### config.mk
export PLATFORM = sky130hd
export DESIGN_NAME = fixed_acc_win
export DESIGN_NICKNAME = d
export VERILOG_FILES = /design/src/rtl/fixed_acc_win.sv
export SDC_FILE = /design/constraint.sdc
export NUM_CORES = 1
export LEC_CHECK = 0
export ABC_AREA = 1
export ABC_CLOCK_PERIOD_IN_PS = 7900
export CAP_MARGIN = 30
export CORE_MARGIN = 10
export CORE_UTILIZATION = 60
export CTS_CLUSTER_DIAMETER = 200
export CTS_CLUSTER_SIZE = 20
export DETAILED_ROUTE_END_ITERATION = 8
export PLACE_DENSITY = 0.89
export REMOVE_ABC_BUFFERS = 1
export SYNTH_ARGS = -nofsm -noshare
export SYNTH_HDL_FRONTEND = slang
export SYNTH_SLANG_ARGS = --single-unit
### constraint.sdc
create_clock -name fixed_acc_win_clk -period 7.9 [get_ports fixed_acc_win_clk]
set_input_delay 1.975 -clock fixed_acc_win_clk [delete_from_list [all_inputs] [get_ports fixed_acc_win_clk]]
set_output_delay 1.975 -clock fixed_acc_win_clk [all_outputs]
set_load 0.02 [all_outputs]
### src/rtl/fixed_acc_win.sv
// Windowed accumulator: sums LEN signed samples, then emits one rounded,
// scaled and saturated result per window over a valid/ready handshake.
module fixed_acc_win #(
  parameter int WIDTH = 32,
  parameter int LEN   = 128,
  parameter int SHIFT = 7,
  parameter int ROUND = 1,
  localparam int CW   = $clog2(LEN + 1),
  localparam int AW   = WIDTH + $clog2(LEN)
) (
  input  logic                    fixed_acc_win_clk,
  input  logic                    fixed_acc_win_reset,
  input  logic                    fixed_acc_win_init,
  input  logic                    fixed_acc_win_in_disable,
  input  logic signed [WIDTH-1:0] fixed_acc_win_in_data,
  input  logic                    fixed_acc_win_in_valid,
  output logic                    fixed_acc_win_in_ready,
  output logic signed [WIDTH-1:0] fixed_acc_win_out_data,
  output logic                    fixed_acc_win_out_valid,
  input  logic                    fixed_acc_win_out_ready,
  output logic                    fixed_acc_win_out_sat,
  output logic [CW-1:0]           fixed_acc_win_count
);

  typedef enum logic {ST_ACC, ST_OUT} state_t;

  localparam logic [CW-1:0] LAST = CW'(LEN - 1);
  localparam int            RSH  = (SHIFT > 0) ? SHIFT - 1 : 0;
  localparam logic signed [AW:0] RND_ADD =
    (ROUND != 0 && SHIFT > 0) ? ((AW + 1)'(1) << RSH) : '0;
  localparam logic signed [WIDTH-1:0] MAX_D = {1'b0, {(WIDTH-1){1'b1}}};
  localparam logic signed [WIDTH-1:0] MIN_D = {1'b1, {(WIDTH-1){1'b0}}};
  localparam logic signed [AW:0]      MAX_Q = (AW + 1)'(MAX_D);
  localparam logic signed [AW:0]      MIN_Q = (AW + 1)'(MIN_D);

  state_t                  r_state;
  state_t                  w_state_next;
  logic signed [AW-1:0]    r_acc;
  logic [CW-1:0]           r_count;
  logic signed [WIDTH-1:0] r_out_data;
  logic                    r_out_sat;

  logic                    w_reset;
  logic                    w_accept;
  logic                    w_pop;
  logic                    w_last;
  logic signed [AW-1:0]    w_acc_next;
  logic signed [AW:0]      w_sum_rnd;
  logic signed [AW:0]      w_q;
  logic signed [WIDTH-1:0] w_res_data;
  logic                    w_res_sat;

  assign w_reset  = fixed_acc_win_reset | fixed_acc_win_init;
  assign w_accept = fixed_acc_win_in_valid & fixed_acc_win_in_ready;
  assign w_pop    = fixed_acc_win_out_valid & fixed_acc_win_out_ready;
  assign w_last   = (r_count == LAST);

  assign fixed_acc_win_in_ready  = (r_state == ST_ACC) & ~fixed_acc_win_in_disable;
  assign fixed_acc_win_out_valid = (r_state == ST_OUT) & ~fixed_acc_win_in_disable;
  assign fixed_acc_win_out_data  = r_out_data;
  assign fixed_acc_win_out_sat   = r_out_sat;
  assign fixed_acc_win_count     = r_count;

  // AW bits hold LEN full-scale samples, so this add never overflows; the
  // extra bit on the rounded sum absorbs the rounding constant.
  assign w_acc_next = r_acc + AW'(fixed_acc_win_in_data);
  assign w_sum_rnd  = (AW + 1)'(w_acc_next) + RND_ADD;
  assign w_q        = w_sum_rnd >>> SHIFT;

  always_comb begin
    // NOTE: every output of a combinational block gets a default first so no
    // path through the block leaves it unassigned and infers a latch.
    w_res_data = WIDTH'(w_q);
    w_res_sat  = 1'b0;
    if (w_q > MAX_Q) begin
      w_res_data = MAX_D;
      w_res_sat  = 1'b1;
    end else if (w_q < MIN_Q) begin
      w_res_data = MIN_D;
      w_res_sat  = 1'b1;
    end
  end

  always_comb begin
    w_state_next = r_state;
    case (r_state)
      ST_ACC: if (w_accept && w_last) w_state_next = ST_OUT;
      ST_OUT: if (w_pop)              w_state_next = ST_ACC;
      default:                        w_state_next = ST_ACC;
    endcase
  end

  // NOTE: state registers use non-blocking assignments so every flop samples
  // the pre-edge values regardless of statement order.
  always_ff @(posedge fixed_acc_win_clk) begin
    if (w_reset) begin
      r_state <= ST_ACC;
    end else if (!fixed_acc_win_in_disable) begin
      r_state <= w_state_next;
    end
  end

  // accept and pop are already gated by in_disable, so freezing is implicit.
  always_ff @(posedge fixed_acc_win_clk) begin
    if (w_reset) begin
      r_acc      <= '0;
      r_count    <= '0;
      r_out_data <= '0;
      r_out_sat  <= 1'b0;
    end else if (w_accept) begin
      r_acc   <= w_acc_next;
      r_count <= r_count + CW'(1);
      if (w_last) begin
        r_out_data <= w_res_data;
        r_out_sat  <= w_res_sat;
      end
    end else if (w_pop) begin
      r_acc     <= '0;
      r_count   <= '0;
      r_out_sat <= 1'b0;
    end
  end

endmodule

# Word-level counts from Yosys, hierarchy flattened
# Cells that the tools add are included.
[classes] bitwise_logic=7 order_cmp=2 eq_ne=2 addsub=3 n_mux=14 reduce_logical=4
[op_table] operator="$mux 39" n=2
[op_table] operator="$mux 32" n=2
[op_table] operator="$add 39x8->40 const B" n=1
[op_table] operator="$add 39x32->39" n=1
[op_table] operator="$gt 33x32->1 const B" n=1
[op_table] operator="$lt 33x32->1 const B" n=1
[op_table] operator="$mux 8" n=2
[op_table] operator="$add 8x1->8 const B" n=1
[op_table] operator="$eq 8x7->1 const B" n=1
[op_table] operator="$mux 1" n=7
[op_table] operator="$and 1x1->1" n=4
[op_table] operator="$reduce_and 2->1" n=2
[op_table] operator="$ne 2x1->1 const B" n=1
[op_table] operator="$not 1->1" n=2
[op_table] operator="$pmux 1 s2" n=1
[op_table] operator="$reduce_bool 2->1" n=1
[op_table] operator="$logic_and 1x1->1" n=1
[op_table] operator="$or 1x1->1" n=1
[word_totals] ff_bits=81 word_cells=37

# Longest topological paths before layout
[logic_depth] word_depth=7 mapped_depth=25 depth_no_buf=24

# Worst setup path after synthesis
# No wires, ideal clock.
[synth_path] path_type="in2reg" from="input port fixed_acc_win_in_data[0]" to="register r_out_data[8] (netlist: fixed_acc_win_out_data[8])" arrival_ns=4.475 slack_ns=3.303 path_stages=20 n_path_buf=1 setup_time_ns=0.122 path_cell_list="ha_1 > fa_1 > nand2_1 > nand3_1 > nand3_1 > nand3_1 > nand2_2 > ha_1 > inv_1 > nor2_4 > nand3_2 > nor2_4 > nand2_2 > nor2_4 > nand4_2 > nor3_4 > nand2_4 > buf_12 > nand2_2 > a21oi_2"
[synth_via] elab_chain_cells=5
[synth_lines] item="start, declared" line_no="15" rtl="input logic signed [WIDTH-1:0] fixed_acc_win_in_data,"
[synth_lines] item="$add 39x32->39 *" line_no="66" rtl="assign w_acc_next = r_acc + AW'(fixed_acc_win_in_data);"
[synth_lines] item="$add 39x8->40 *" line_no="67" rtl="assign w_sum_rnd = (AW + 1)'(w_acc_next) + RND_ADD;"
[synth_lines] item="$lt 33x32->1" line_no="78" rtl="end else if (w_q < MIN_Q) begin"
[synth_lines] item="$mux 32" line_no="78"
[synth_lines] item="$mux 32 *" line_no="75" rtl="if (w_q > MAX_Q) begin"
[synth_lines] item="end signal, assigned" line_no="114" rtl="r_out_data <= w_res_data;"
[synth_lines] item="end, declared" line_no="40" rtl="logic signed [WIDTH-1:0] r_out_data;"
# Every way passes the cells marked *; elsewhere a longest branch is shown, timed or not.
# A chain may end at the register's enable or synchronous reset.

# Final worst setup path
[layout_path] from="input port fixed_acc_win_in_data[0]" to="register r_out_data[11] (netlist: fixed_acc_win_out_data[11])"
# Same word-level chain as after synthesis.

==> results.json <==
{
  "fin_util_pct": 71.5,
  "cts.sinks": 81,
  "numPortBuffers": 80,
  "post-route-min-period_ns": 5.56,
  "multi_input_area_mm2": 0.00491,
  "powerDensity_mw_per_mm2": 127,
  "grt_pass1_vias": 8050,
  "dp_hpwl_um": 18300,
  "hold_viol_final": 0,
  "cts-resized-gates": 0,
  "synth.avg_cell_area_um2": 5.92,
  "ios": 81,
  "syn_inst": 1252,
  "grt_first_pass_wirelength_um": 38600,
  "cts_hold_buffers": 0,
  "setup_viol": 0,
  "synth_cell_type_count": 40,
  "slew_headroom_pct": 30.3,
  "cts_root_buffer": "clkbuf_16",
  "rows": 40,
  "drt-total-wl_um": 23700,
  "synth_edf_count": 0,
  "grt_overflow": 0,
  "yosysTopAreaCell": "dfxtp_1",
  "synth_most_common_cell": "nand2_1",
  "insertion_delay_ns": 0.36,
  "dieArea_mm2": 0.0172,
  "dieWidth_um": 131,
  "wl_per_cell_um": 15.8,
  "power_leakage_nw": 4.33,
  "grt_usage_pct": 26.7,
  "cts_tree": "yes",
  "worstSetupPathType": "in -> reg",
  "initial_core_util_pct": 61.5,
  "ys_warn_count": 0,
  "via_per_inst": 5.56,
  "tightestPinTransition_ns": 1.04,
  "drtIter0Drc": 845,
  "postCtsSetupBuffers": 0,
  "clkSlewWorstSetupHoldPaths_ns": 0.07,
  "coreArea_mm2": 0.0121,
  "antenna_found_initial": 0,
  "synth_ff_type": "dfxtp_1",
  "cp_data_required_time_ns": 8.12,
  "syn_to_final_growth_pct": 16.3,
  "fillers": 1076,
  "cp-end-kind": "register",
  "drt_pass1_iterations": 5,
  "maxCapViolations": 0,
  "cp_max_fo": 30,
  "yosys_register_bits": 81,
  "vias": 8319,
  "rsz0062_at_grt": "false",
  "die_h_um": 131,
  "fmax_mhz": 180,
  "htreeDepth": 3,
  "synthArstFlopShare_pct": 0,
  "ir_drop_uv": 87.9,
  "grt_max_degree": 62,
  "ys_seq_area_share_pct": 21.9,
  "cts_buffers": 9,
  "outcome": "finished, final reports clean",
  "drc": 0,
  "finalCritPeriodShare_pct": 70.4,
  "netlist_top_cells_area": "dfxtp_1, nand2_1, inv_1",
  "crit_arrival_ns": 5.78,
  "yosys.area.top_type_share_pct": 21.9,
  "hp-class": "reg -> reg",
  "syn_area_mm2": 0.00742,
  "start_kind": "input pin",
  "gp_congestion": 1.04,
  "yosys-top-cells-count": "nand2_1, inv_1, nor2_1, nand3_1, dfxtp_1",
  "drv_slew": 0,
  "diodes": 0,
  "finalNetCount": 1403,
  "power_mw": 1.10,
  "clock_skew_ns": 0.00565,
  "seq_area_mm2": 0.00162,
  "clk_path_buf_depth": 2,
  "postRouteAntennaNets": 0,
  "setup_tns_ns": 0,
  "drive_gt1_share_pct": 10.0
}
## worst max-delay path: stages
cell and delay [ns]:
clkdlybuf4s50_1 0.40, ha_1 0.24, fa_1 0.43, nand2_1 0.12, nand3_1 0.14, nand3_1 0.18, nand3_1 0.11, nand2_2 0.16
ha_1 0.16, inv_1 0.08, nor2_4 0.13, nand3_2 0.11, nor2_4 0.13, nand2_1 0.12, nor2_2 0.20, nand3_1 0.10
nand2_1 0.06, nand2_1 0.07, nand2_1 0.06, nand2_1 0.08, inv_2 0.59, a21oi_2 0.10
## path summary, 6_finish.rpt
| kind | cells past startpoint | slack, ns | startpoint | endpoint |
|---|---|---|---|---|
| max | 22 | 2.34 | fixed_acc_win_in_data[0] | fixed_acc_win_out_data[11]$_SDFFE_PP0P_ |
| min | 2 | 0.48 | r_acc[5]$_SDFFE_PP0P_ | r_acc[5]$_SDFFE_PP0P_ |
| max reg2reg | 21 | 4.07 | r_acc[0]$_SDFFE_PP0P_ | fixed_acc_win_out_data[11]$_SDFFE_PP0P_ |
| min reg2reg | 2 | 0.48 | r_acc[5]$_SDFFE_PP0P_ | r_acc[5]$_SDFFE_PP0P_ |
## flip-flops by register name, indices dropped and copies added (netlist names)
register and flops:
fixed_acc_win_out_data 32, r_state 1, fixed_acc_win_out_sat 1, r_acc 39, fixed_acc_win_count 8
## power breakdown
| group | total [mW] | internal (mW) | leakage [nW] | switching [mW] |
|---|---|---|---|---|
| logic | 0.262 | 0.0842 | 3.54 | 0.178 |
| clock network | 0.417 | 0.224 | 0.132 | 0.192 |
| registers | 0.417 | 0.414 | 0.654 | 0.00370 |
## final cells by class
cell class / count / area share (%)
clock buffer: 10 / 2.77
inverter: 208 / 9.05
multi-input combinational: 942 / 56.9
clock inverter: 6 / 0.566
tap: 168 / 2.44
timing repair buffer: 82 / 9.46
sequential: 81 / 18.8
## per-stage QoR
stage	std cells	hold slack, ns	setup slack (ns)	cell area [um^2]
final	1497	0.479	2.34	8630
after global routing	1497	0.488	2.05	8630
after CTS	1497	0.472	2.43	8630
after detailed placement	1481	0.463	2.09	8340
after global placement	1481	0.453	2.22	8340
after floorplan	1231	0.445	2.67	7300
## cell families after synthesis
| kind of cell | Yosys count | synth area share, % |
|---|---|---|
| simple gates | 709 | 42.2 |
| buf+inv | 229 | 12.1 |
| compound gates | 168 | 14.0 |
| flops | 81 | 21.9 |
| fa+ha+maj | 41 | 7.02 |
| xor+xnor | 24 | 2.83 |
## layout by cell type, fill, tap and decap left out, types with 2 or more instances in the layout
cell,count
a21o_1,3
a21oi_1,40
a21oi_2,34
a32o_1,6
and2_1,3
buf_4,2
clkbuf_16,9
clkdlybuf4s50_1,80
clkinv_1,4
clkinvlp_4,3
dfxtp_1,81
ha_1,40
inv_1,193
inv_2,11
inv_6,2
nand2_1,410
nand2_2,32
nand2_4,2
nand3_1,98
nand3_2,8
nand3b_1,5
nand4_1,14
nor2_1,98
nor2_2,16
nor2_4,7
nor3_1,9
nor3_4,2
o21ai_0,76
o21bai_1,4
or2_1,2
xnor2_1,2
xor2_1,22
## metal layers
metal	wire [um]	up-vias	track usage, %
li1	-	4098	-
met1	9350	3707	30.7
met2	11100	436	45.9
met3	2040	78	4.12
met4	1210	0	15.8
met5	0	-	0
(Power assumes the default switching activity.)
